--- src/rtl/fft_frame_feeder_if.sv ---
// Streaming link between fft_frame_feeder (master) and fft_analyzer (slave):
// start/status, sample handshake and the returned magnitude bin stream.
interface fft_frame_feeder_if #(
    parameter int unsigned DATA_WIDTH = 16,
    parameter int unsigned ADDR_W     = 6
);
    logic                  fft_start;
    logic                  fft_busy;
    logic                  fft_done;
    logic [DATA_WIDTH-1:0] fft_sample;
    logic                  fft_sample_valid;
    logic                  fft_sample_ready;
    logic [ADDR_W-1:0]     bin_index;
    logic [DATA_WIDTH-1:0] bin_magnitude;
    logic                  magnitude_valid;

    modport master (
        output fft_start, fft_sample, fft_sample_valid,
        input  fft_busy, fft_done, fft_sample_ready, bin_index, bin_magnitude, magnitude_valid
    );

    modport slave (
        input  fft_start, fft_sample, fft_sample_valid,
        output fft_busy, fft_done, fft_sample_ready, bin_index, bin_magnitude, magnitude_valid
    );
endinterface

--- src/rtl/fft_frame_feeder.sv ---
// Captures one frame, streams it to the FFT analyzer, and publishes the returned
// magnitudes into a double-banked spectrum RAM for the host.
module fft_frame_feeder #(
    parameter int unsigned FFT_SIZE       = 64,
    parameter int unsigned DATA_WIDTH     = 16,
    parameter int unsigned ADDR_W         = 6,
    parameter int unsigned TIMEOUT_CYCLES = 16384
) (
    input  logic                  clk,
    input  logic                  reset,
    input  logic                  enable,
    input  logic                  arm,
    input  logic                  continuous,
    input  logic                  clear_status,
    input  logic [DATA_WIDTH-1:0] in_sample,
    input  logic                  in_valid,
    output logic                  in_ready,
    fft_frame_feeder_if.master    fft,
    input  logic [ADDR_W-1:0]     rd_addr,
    output logic [DATA_WIDTH-1:0] rd_data,
    output logic                  spectrum_valid,
    output logic [15:0]           frame_count,
    output logic                  busy,
    output logic                  overrun,
    output logic                  timeout_err
);
    localparam int unsigned CntW = $clog2(TIMEOUT_CYCLES + 1);
    localparam logic [ADDR_W-1:0] LastIdx     = ADDR_W'(FFT_SIZE - 1);
    localparam logic [ADDR_W:0]   BinsFull    = (ADDR_W + 1)'(FFT_SIZE);
    localparam logic [CntW-1:0]   TimeoutLast = CntW'(TIMEOUT_CYCLES - 1);

    typedef enum logic [2:0] {
        StIdle, StCapture, StStart, StFeed, StWaitDone, StPublish
    } state_e;

    state_e state;

    logic [DATA_WIDTH-1:0] frame_buf [FFT_SIZE];
    logic [DATA_WIDTH-1:0] spec_mem  [2*FFT_SIZE];

    logic [ADDR_W-1:0] wr_idx;
    logic [ADDR_W-1:0] rd_idx;
    logic [ADDR_W:0]   bins_received;
    logic [CntW-1:0]   wait_cnt;
    logic              bank_sel;

    logic [ADDR_W-1:0] rd_idx_nxt;
    logic              in_fire;
    logic              bin_wr;
    logic              ov_set;
    logic              to_set;
    logic              unused_busy;

    assign rd_idx_nxt  = rd_idx + 1'b1;
    assign in_fire     = (state == StCapture) && in_valid && in_ready;
    assign bin_wr      = fft.magnitude_valid &&
                         (state == StStart || state == StFeed || state == StWaitDone);
    assign ov_set      = in_valid && !in_ready && continuous && (state != StIdle);
    assign to_set      = enable && (state == StWaitDone) && !fft.fft_done &&
                         (wait_cnt == TimeoutLast);
    assign busy        = (state != StIdle);
    assign unused_busy = fft.fft_busy;

    always_ff @(posedge clk) begin
        if (reset) begin
            state                <= StIdle;
            in_ready             <= 1'b0;
            fft.fft_start        <= 1'b0;
            fft.fft_sample       <= '0;
            fft.fft_sample_valid <= 1'b0;
            wr_idx               <= '0;
            rd_idx               <= '0;
            bins_received        <= '0;
            wait_cnt             <= '0;
            bank_sel             <= 1'b0;
            spectrum_valid       <= 1'b0;
            frame_count          <= '0;
        end else if (!enable) begin
            state                <= StIdle;
            in_ready             <= 1'b0;
            fft.fft_start        <= 1'b0;
            fft.fft_sample_valid <= 1'b0;
        end else begin
            fft.fft_start <= 1'b0;
            if (bin_wr && bins_received != BinsFull) begin
                bins_received <= bins_received + 1'b1;
            end
            unique case (state)
                StIdle: begin
                    if (arm) begin
                        state    <= StCapture;
                        in_ready <= 1'b1;
                        wr_idx   <= '0;
                    end
                end
                StCapture: begin
                    if (in_fire) begin
                        if (wr_idx == LastIdx) begin
                            in_ready      <= 1'b0;
                            fft.fft_start <= 1'b1;
                            wr_idx        <= '0;
                            state         <= StStart;
                        end else begin
                            wr_idx <= wr_idx + 1'b1;
                        end
                    end
                end
                StStart: begin
                    // A bin arriving alongside start is the first of the new frame.
                    bins_received        <= {{ADDR_W{1'b0}}, fft.magnitude_valid};
                    rd_idx               <= '0;
                    fft.fft_sample       <= frame_buf[0];
                    fft.fft_sample_valid <= 1'b1;
                    state                <= StFeed;
                end
                StFeed: begin
                    if (fft.fft_sample_ready) begin
                        if (rd_idx == LastIdx) begin
                            fft.fft_sample_valid <= 1'b0;
                            wait_cnt             <= '0;
                            state                <= StWaitDone;
                        end else begin
                            rd_idx         <= rd_idx_nxt;
                            fft.fft_sample <= frame_buf[rd_idx_nxt];
                        end
                    end
                end
                StWaitDone: begin
                    if (fft.fft_done) begin
                        state <= StPublish;
                    end else if (wait_cnt == TimeoutLast) begin
                        state <= StIdle;
                    end else begin
                        wait_cnt <= wait_cnt + 1'b1;
                    end
                end
                StPublish: begin
                    if (bins_received == BinsFull) begin
                        bank_sel       <= ~bank_sel;
                        spectrum_valid <= 1'b1;
                        frame_count    <= frame_count + 16'd1;
                    end
                    if (continuous) begin
                        state    <= StCapture;
                        in_ready <= 1'b1;
                        wr_idx   <= '0;
                    end else begin
                        state <= StIdle;
                    end
                end
                default: state <= StIdle;
            endcase
        end
    end

    // Sticky status: a set in the same cycle as clear_status wins.
    always_ff @(posedge clk) begin
        if (reset) begin
            overrun     <= 1'b0;
            timeout_err <= 1'b0;
        end else begin
            if (clear_status) begin
                overrun     <= 1'b0;
                timeout_err <= 1'b0;
            end
            if (ov_set) overrun <= 1'b1;
            if (to_set) timeout_err <= 1'b1;
        end
    end

    always_ff @(posedge clk) begin
        if (in_fire) frame_buf[wr_idx] <= in_sample;
        if (bin_wr) spec_mem[{bank_sel, fft.bin_index}] <= fft.bin_magnitude;
    end

    // Host reads the bank not being written; a read in the flip cycle sees the old bank.
    always_ff @(posedge clk) begin
        if (reset) rd_data <= '0;
        else       rd_data <= spec_mem[{~bank_sel, rd_addr}];
    end
endmodule

--- src/flat_wrapper.sv ---
// flat-port wrapper written by rule: the top's interface ports become plain ports
module fft_frame_feeder_flat 
#(
    parameter int unsigned FFT_SIZE       = 64,
    parameter int unsigned DATA_WIDTH     = 16,
    parameter int unsigned ADDR_W         = 6,
    parameter int unsigned TIMEOUT_CYCLES = 16384
)
  (clk, reset, enable, arm, continuous, clear_status, in_sample, in_valid, in_ready, rd_addr, rd_data, spectrum_valid, frame_count, busy, overrun, timeout_err, fft_fft_start, fft_fft_sample, fft_fft_sample_valid, fft_fft_busy, fft_fft_done, fft_fft_sample_ready, fft_bin_index, fft_bin_magnitude, fft_magnitude_valid);
  fft_frame_feeder_if #(.DATA_WIDTH(DATA_WIDTH), .ADDR_W(ADDR_W)) fft_i ();
  input  logic clk;
  input  logic reset;
  input  logic enable;
  input  logic arm;
  input  logic continuous;
  input  logic clear_status;
  input  logic [DATA_WIDTH-1:0] in_sample;
  input  logic in_valid;
  output logic in_ready;
  input  logic [ADDR_W-1:0] rd_addr;
  output logic [DATA_WIDTH-1:0] rd_data;
  output logic spectrum_valid;
  output logic [15:0] frame_count;
  output logic busy;
  output logic overrun;
  output logic timeout_err;
  output wire logic [$bits(fft_i.fft_start)-1:0] fft_fft_start;
  output wire logic [$bits(fft_i.fft_sample)-1:0] fft_fft_sample;
  output wire logic [$bits(fft_i.fft_sample_valid)-1:0] fft_fft_sample_valid;
  input wire logic [$bits(fft_i.fft_busy)-1:0] fft_fft_busy;
  input wire logic [$bits(fft_i.fft_done)-1:0] fft_fft_done;
  input wire logic [$bits(fft_i.fft_sample_ready)-1:0] fft_fft_sample_ready;
  input wire logic [$bits(fft_i.bin_index)-1:0] fft_bin_index;
  input wire logic [$bits(fft_i.bin_magnitude)-1:0] fft_bin_magnitude;
  input wire logic [$bits(fft_i.magnitude_valid)-1:0] fft_magnitude_valid;
  assign fft_fft_start = fft_i.fft_start;
  assign fft_fft_sample = fft_i.fft_sample;
  assign fft_fft_sample_valid = fft_i.fft_sample_valid;
  assign fft_i.fft_busy = fft_fft_busy;
  assign fft_i.fft_done = fft_fft_done;
  assign fft_i.fft_sample_ready = fft_fft_sample_ready;
  assign fft_i.bin_index = fft_bin_index;
  assign fft_i.bin_magnitude = fft_bin_magnitude;
  assign fft_i.magnitude_valid = fft_magnitude_valid;
  fft_frame_feeder #(.FFT_SIZE(FFT_SIZE), .DATA_WIDTH(DATA_WIDTH), .ADDR_W(ADDR_W), .TIMEOUT_CYCLES(TIMEOUT_CYCLES)) u_core (.clk(clk), .reset(reset), .enable(enable), .arm(arm), .continuous(continuous), .clear_status(clear_status), .in_sample(in_sample), .in_valid(in_valid), .in_ready(in_ready), .fft(fft_i), .rd_addr(rd_addr), .rd_data(rd_data), .spectrum_valid(spectrum_valid), .frame_count(frame_count), .busy(busy), .overrun(overrun), .timeout_err(timeout_err));
endmodule
--- config.mk ---
export PLATFORM = sky130hd
export DESIGN_NAME = fft_frame_feeder_flat
export DESIGN_NICKNAME = d
export VERILOG_FILES = /design/src/rtl/fft_frame_feeder_if.sv /design/src/rtl/fft_frame_feeder.sv /design/src/flat_wrapper.sv
export SDC_FILE = /design/constraint.sdc
export NUM_CORES = 2
export LEC_CHECK = 0
export CELL_PAD_IN_SITES_DETAIL_PLACEMENT = 1
export CELL_PAD_IN_SITES_GLOBAL_PLACEMENT = 1
export CORE_UTILIZATION = 60
export CTS_CLUSTER_DIAMETER = 60
export DETAILED_ROUTE_END_ITERATION = 7
export PLACE_DENSITY_LB_ADDON = 0.1
export SYNTH_ARGS = -nofsm -noshare
export SYNTH_HDL_FRONTEND = slang
export SYNTH_SLANG_ARGS = --single-unit
export TNS_END_PERCENT = 30
--- constraint.sdc ---
create_clock -name clk -period 7.7 [get_ports clk]
set_input_delay 1.155 -clock clk [delete_from_list [all_inputs] [get_ports clk]]
set_output_delay 1.155 -clock clk [all_outputs]
set_load 0.05 [all_outputs]
* Yosys cells after proc, flatten, opt, wreduce, memory -nomap -nowiden *
Memories as Yosys holds them, arrays and structs flattened. A register that Yosys moved wholly into a read port is not among the register bits.
Index checks and enable logic that the tools add are counted.

word-level totals
  memories kept = 2
  register bits after elaboration = 76
  bits in writable memories = 3072
  word-level logic and storage cells = 120
  output and inout bits = 55

operators by class
  multiplexer cells = 43
  bitwise logic cells = 4
  equal/unequal tests = 20
  add/subtract/negate cells = 5
  reductions and logical operators = 32

memory list
  memory            depth  bits a word  rd ports  clocked after Yosys merged registers in  write ports  line                    source
  u_core.spec_mem   128    16           1         1                                        1            fft_frame_feeder.sv:39  logic [DATA_WIDTH-1:0] spec_mem [2*FFT_SIZE];
  u_core.frame_buf  64     16           2         0                                        1            fft_frame_feeder.sv:38  logic [DATA_WIDTH-1:0] frame_buf [FFT_SIZE];

operators by type and width
  operator                 count
  $mux W15                 4
  $mux W6                  6
  $mux W16                 2
  $pmux W16 S2             1
  $pmux W15 S2             1
  $mux W3                  7
  $pmux W3 S6              1
  $pmux W6 S3              1
  $add A16 B1 Y16 const B  1
  $ne A2 B2 Y1 const B     8
  $add A15 B1 Y15 const B  1
  $eq A15 B14 Y1 const B   1
  $mux W1                  15
  $mux W7                  2
  $add A6 B1 Y6 const B    2
  $eq A6 B6 Y1 const B     2
  $pmux W6 S2              1
  $reduce_and A6 Y1        2
  $logic_and A1 B1 Y1      10
  $reduce_and A5 Y1        2
  $reduce_bool A2 Y1       5
  $add A7 B1 Y7 const B    1
  $eq A7 B7 Y1 const B     1
  $ne A7 B7 Y1 const B     1
  other kinds (17)         26

* Longest topological paths before layout *
  depth after elaboration = 7
  gate-level depth with buffers = 11
  gate-level depth less buffers = 9

* Least setup slack after synthesis *
Ideal clock, no wire load.

  path kind = input-to-reg
  start = in fft_magnitude_valid
  end = mem u_core.spec_mem[92][0], enable pin
  arrival time = 2.756 ns
  data required time = 7.311 ns
  slack = 4.555 ns
  cell stages on the path = 5
  path through = o21a_1 nor2b_1 nand3b_1 clkbuf_1 nor2_1

on the way
  longest elaborated chain between the ends = 3

RTL lines
  what                           line                     source
  start: declaration             flat_wrapper.sv:35       input wire logic [$bits(fft_i.magnitude_valid)-1:0] fft_magnitude_valid;
  $logic_and A1 B1 Y1            fft_frame_feeder.sv:56   assign bin_wr = fft.magnitude_valid &&
  $mux W1                        fft_frame_feeder.sv:173  if (bin_wr) spec_mem[{bank_sel, fft.bin_index}] <= fft.bin_magnitude;
  $mux W1 (implied by the code)  fft_frame_feeder.sv:173
  end: declaration               fft_frame_feeder.sv:39

Every way passes these cells.

* Worst setup path in the final report *
  start = reg u_core.rd_idx[0]
  end = reg u_core.fft.fft_sample[12]

on the way
  longest elaborated chain between the ends = 5

RTL lines
  what                      line                       source
  start: declaration        fft_frame_feeder.sv:42     logic [ADDR_W-1:0] rd_idx;
  start signal: assignment  fft_frame_feeder.sv:123    rd_idx <= rd_idx_nxt;
  $add A6 B1 Y6             fft_frame_feeder.sv:54     assign rd_idx_nxt = rd_idx + 1'b1;
  $mem_v2 Z64 W16           n/a
  $mux W16                  fft_frame_feeder.sv:118    if (rd_idx == LastIdx) begin
  $mux W16                  fft_frame_feeder.sv:117    if (fft.fft_sample_ready) begin
  $pmux W16 S2              fft_frame_feeder.sv:88     unique case (state)
  end signal: assignment    fft_frame_feeder.sv:112    fft.fft_sample <= frame_buf[0];
  end signal: assignment    fft_frame_feeder.sv:124    fft.fft_sample <= frame_buf[rd_idx_nxt];
  end: declaration          fft_frame_feeder_if.sv:18  output fft_start, fft_sample, fft_sample_valid,

Several ways; a longest one is shown, not always the timed one. The select of a mux whose other input is x is not followed.
A chain may end at the register's enable or synchronous reset.

==> results.sh <==
export IMPL_outcome="completed"
export IMPL_slew_headroom_pct=11.6
export IMPL_die_x_um=453
export IMPL_path_class="register to register"
export IMPL_synthMuxAreaShare_pct=15.3
export IMPL_cp_required_ps=8510
export IMPL_grt_antenna_before_repair=11
export IMPL_drive_above_1_share_pct=25.0
export IMPL_worstPathMaxFanout=20
export IMPL_cts_resized=0
export IMPL_fin_tns_setup_ps=0
export IMPL_ys_top_cells_by_count="edfxtp_1 (3072), mux4_2 (749), nor2_1 (267)"
export IMPL_num_nets_final=6226
export IMPL_grt_pass1_vias=65400
export IMPL_postCtsHoldBufs=0
export IMPL_clock_path_buffers=4
export IMPL_hold_violations=0
export IMPL_via_per_inst=6.84
export IMPL_synthTopCellsByArea="edfxtp_1 (76%), mux4_2 (14%), dfxtp_1 (1.5%)"
export IMPL_yosysUniqueCellTypes=63
export IMPL_pwr_share_comb_pct=3.6
export IMPL_grt_max_degree=105
export IMPL_rsz0062_at_grt="false"
export IMPL_p_sw_share_pct=20.7
export IMPL_leakage_nw=42.7
export IMPL_synthFlopType="edfxtp_1"
export IMPL_p_switching_mw=7.38
export IMPL_drt_pass1_iter_count=5
export IMPL_synth_cells=5763
export IMPL_gr_total_overflow=0
export IMPL_start_util_pct=60.4
export IMPL_portBuffers=108
export IMPL_insertion_delay_ps=980
export IMPL_cp_end_kind="register"
export IMPL_clkPwrFrac_pct=43.4
export IMPL_slew_violations=0
export IMPL_hold_class="register to register"
export IMPL_area_delta_synth_final_pct=12.6
export IMPL_synth_top_family_by_area="multiplexers"
export IMPL_setup_violations=0
export IMPL_cts_tree="yes"
export IMPL_holdWs_ps=473
export IMPL_htree_levels=5
export IMPL_fill_cells=15700
export IMPL_power_density_nw_per_um2=259
export IMPL_yosys_area_share_simple_pct=3.20
export IMPL_max_cap_violations=0
export IMPL_synthXorXnorAreaFrac_pct=0.293
export IMPL_peakVddDrop_mv=0.307
export IMPL_cts_made_buffers=330
export IMPL_synth_edf_count=3072
export IMPL_wl_per_cell_um=36.4
export IMPL_max_freq_mhz=226
export IMPL_skew_ps=59.9
export IMPL_fp_dieArea_um2=205000
export IMPL_ant_nets=0
export IMPL_post_synth_fa_ha_maj_area_fraction_pct=0.0615
export IMPL_post_route_period_util_pct=57.6
export IMPL_synthArstFlopShare_pct=0
export IMPL_syn_avg_cell_area_um2=21.2
export IMPL_synth_area_um2=122000
export IMPL_yosysWarnings=0
export IMPL_routed_wirelength_mm=331
export IMPL_mappedNetlistNets=5824
export IMPL_synth_compound_gate_area_share_pct=2.72
export IMPL_worst_pin_slew_ps=1330
export IMPL_cp_arrival_ps=5240
export IMPL_seqPwrFrac_pct=53.0
export IMPL_synth_top_area_share_pct=75.6
export IMPL_clock_sinks=3164
export IMPL_core_um2=202000
export IMPL_synth_seq_cells=3164
export IMPL_dp_hpwl_mm=189
export IMPL_yosysTopAreaCell="edfxtp_1"
export IMPL_final_min_clock_period_ps=4430
export IMPL_rows=165
export IMPL_clk_pin_slew_ps=60
export IMPL_cts_setup_buffers=0
export IMPL_place_gp_congestion=0.895
export IMPL_num_vias=62100
export IMPL_route_detailed_drc=0
export IMPL_gr_usage_all_layers_pct=32.7
export IMPL_grt_pass1_wl_mm=473
export IMPL_synth_most_common_cell="edfxtp_1"
export IMPL_ys_seq_area_share_pct=77.1
export IMPL_clock_root_buffer="clkbuf_16"
export IMPL_die_h_um=453
export IMPL_power_internal_mw=28.3
export IMPL_drt_initial_drc_count=7659
export IMPL_critPathLaunchType="register"
export IMPL_ios=110
## path summary, 6_finish.rpt
path / start / end / slack (ps) / cells after the start
worst max-delay path: u_core.rd_idx[0] / u_core.fft.fft_sample[12] / 3270 / 9
worst min register to register: u_core.spectrum_valid / u_core.spectrum_valid / 470 / 2
worst max register to register: u_core.rd_idx[0] / u_core.fft.fft_sample[12] / 3270 / 9
worst min-delay path: u_core.spectrum_valid / u_core.spectrum_valid / 470 / 2
## metrics by stage
| step | area (um^2) | power, mW | setup slack (ps) | cells | utilization [%] |
|---|---|---|---|---|---|
| 2_1_floorplan | 122000 | 19.9 | 4560 | 5763 | - |
| 3_3_place_gp | 127000 | 20.5 | 2660 | 8505 | 62.9 |
| 3_5_place_dp | 127000 | 20.5 | 2690 | 8505 | 62.9 |
| 4_1_cts | 137000 | 35.8 | 3170 | 9072 | 68.0 |
| 5_1_grt | 137000 | 36.4 | 3090 | 9074 | 68.0 |
| 6_report | 137000 | 35.6 | 3270 | 9075 | 68.0 |
## power by group through the flow
stage                     Combinational (mW)  Sequential [mW]  Clock (mW)
final                                   1.27             18.9        15.5
after global routing                    1.32             18.9        16.1
after global placement                  1.21             19.3           0
after CTS                               1.27             18.9        15.6
after floorplan                        0.596             19.3           0
after detailed placement                1.26             19.3           0
## logic make-up (layout without fill, tap and decap cells)
family | Yosys count | in the layout
AO/OA/AOI/OAI | 453 | 453
XOR/XNOR | 40 | 40
adder cells (fa/ha/maj) | 6 | 6
buffers and inverters | 333 | 970
flip-flops | 3164 | 3164
multiplexers | 922 | 922
other | 0 | 3
AND/OR/NAND/NOR | 845 | 845
## sequential cells by signal, summed over array words and instances, names as in the netlist
name / count
u_core.bank_sel: 1
u_core.bins_received: 7
u_core.fft.fft_sample: 16
u_core.fft.fft_sample_valid: 1
u_core.fft.fft_start: 1
u_core.frame_buf: 1024
u_core.frame_count: 16
u_core.in_ready: 1
u_core.overrun: 1
u_core.rd_data: 16
u_core.rd_idx: 6
u_core.spec_mem: 2048
u_core.spectrum_valid: 1
u_core.state: 3
u_core.timeout_err: 1
u_core.wait_cnt: 15
u_core.wr_idx: 6
## layer usage
metal / track usage [%] / share of wire, %
met3: 5.39 / 7.8
met5: 0 / 0.021
met1: 42.9 / 37
met2: 54.4 / 50
met4: 14.7 / 4.9
## worst max-delay path: stages, from the launching register on
cell and delay, ps:
dfxtp_4 550, ha_4 290, xor2_4 620, buf_4 450, mux2i_1 500, mux2i_1 280
a32oi_1 620, a31oi_1 180, a211oi_1 620, nor3_1 110
## final cells by class
type                            instances  area (um^2)  share of cell area [%]
Inverter                                7         26.3                  0.0191
Timing Repair Buffer                  396         3290                    2.39
Clock buffer                          421         8880                    6.46
Tap cell                             2672         3340                    2.43
Clock inverter                        146         1370                   0.999
Sequential cell                      3164        94100                    68.4
Antenna cell                            3         7.51                 0.00546
Multi-Input combinational cell       2266        26500                    19.2
## cell usage in the layout (no fill, tap or decap), drive strengths merged, types with 13 or more instances in the layout
cell / synthesis / final
mux2i: 156 / 156
nand3: 123 / 123
inv: 7 / 14
clkbuf: 151 / 421
a21oi: 63 / 63
xor2: 19 / 19
o22ai: 33 / 33
buf: 175 / 326
nand2: 224 / 224
bufinv: 0 / 26
a22oi: 54 / 54
o221ai: 13 / 13
nand4: 15 / 15
nor2b: 64 / 64
mux4: 749 / 749
nor2: 269 / 269
clkdlybuf4s50: 0 / 70
edfxtp: 3072 / 3072
clkinv: 0 / 108
a22o: 40 / 40
nand2b: 14 / 14
dfxtp: 92 / 92
a211oi: 95 / 95
nor3: 69 / 69
a221o: 14 / 14
o21ai: 36 / 36
mux2: 17 / 17
a221oi: 41 / 41
a31oi: 22 / 22
nor4: 16 / 16
xnor2: 21 / 21
(Power assumes the default switching activity.)
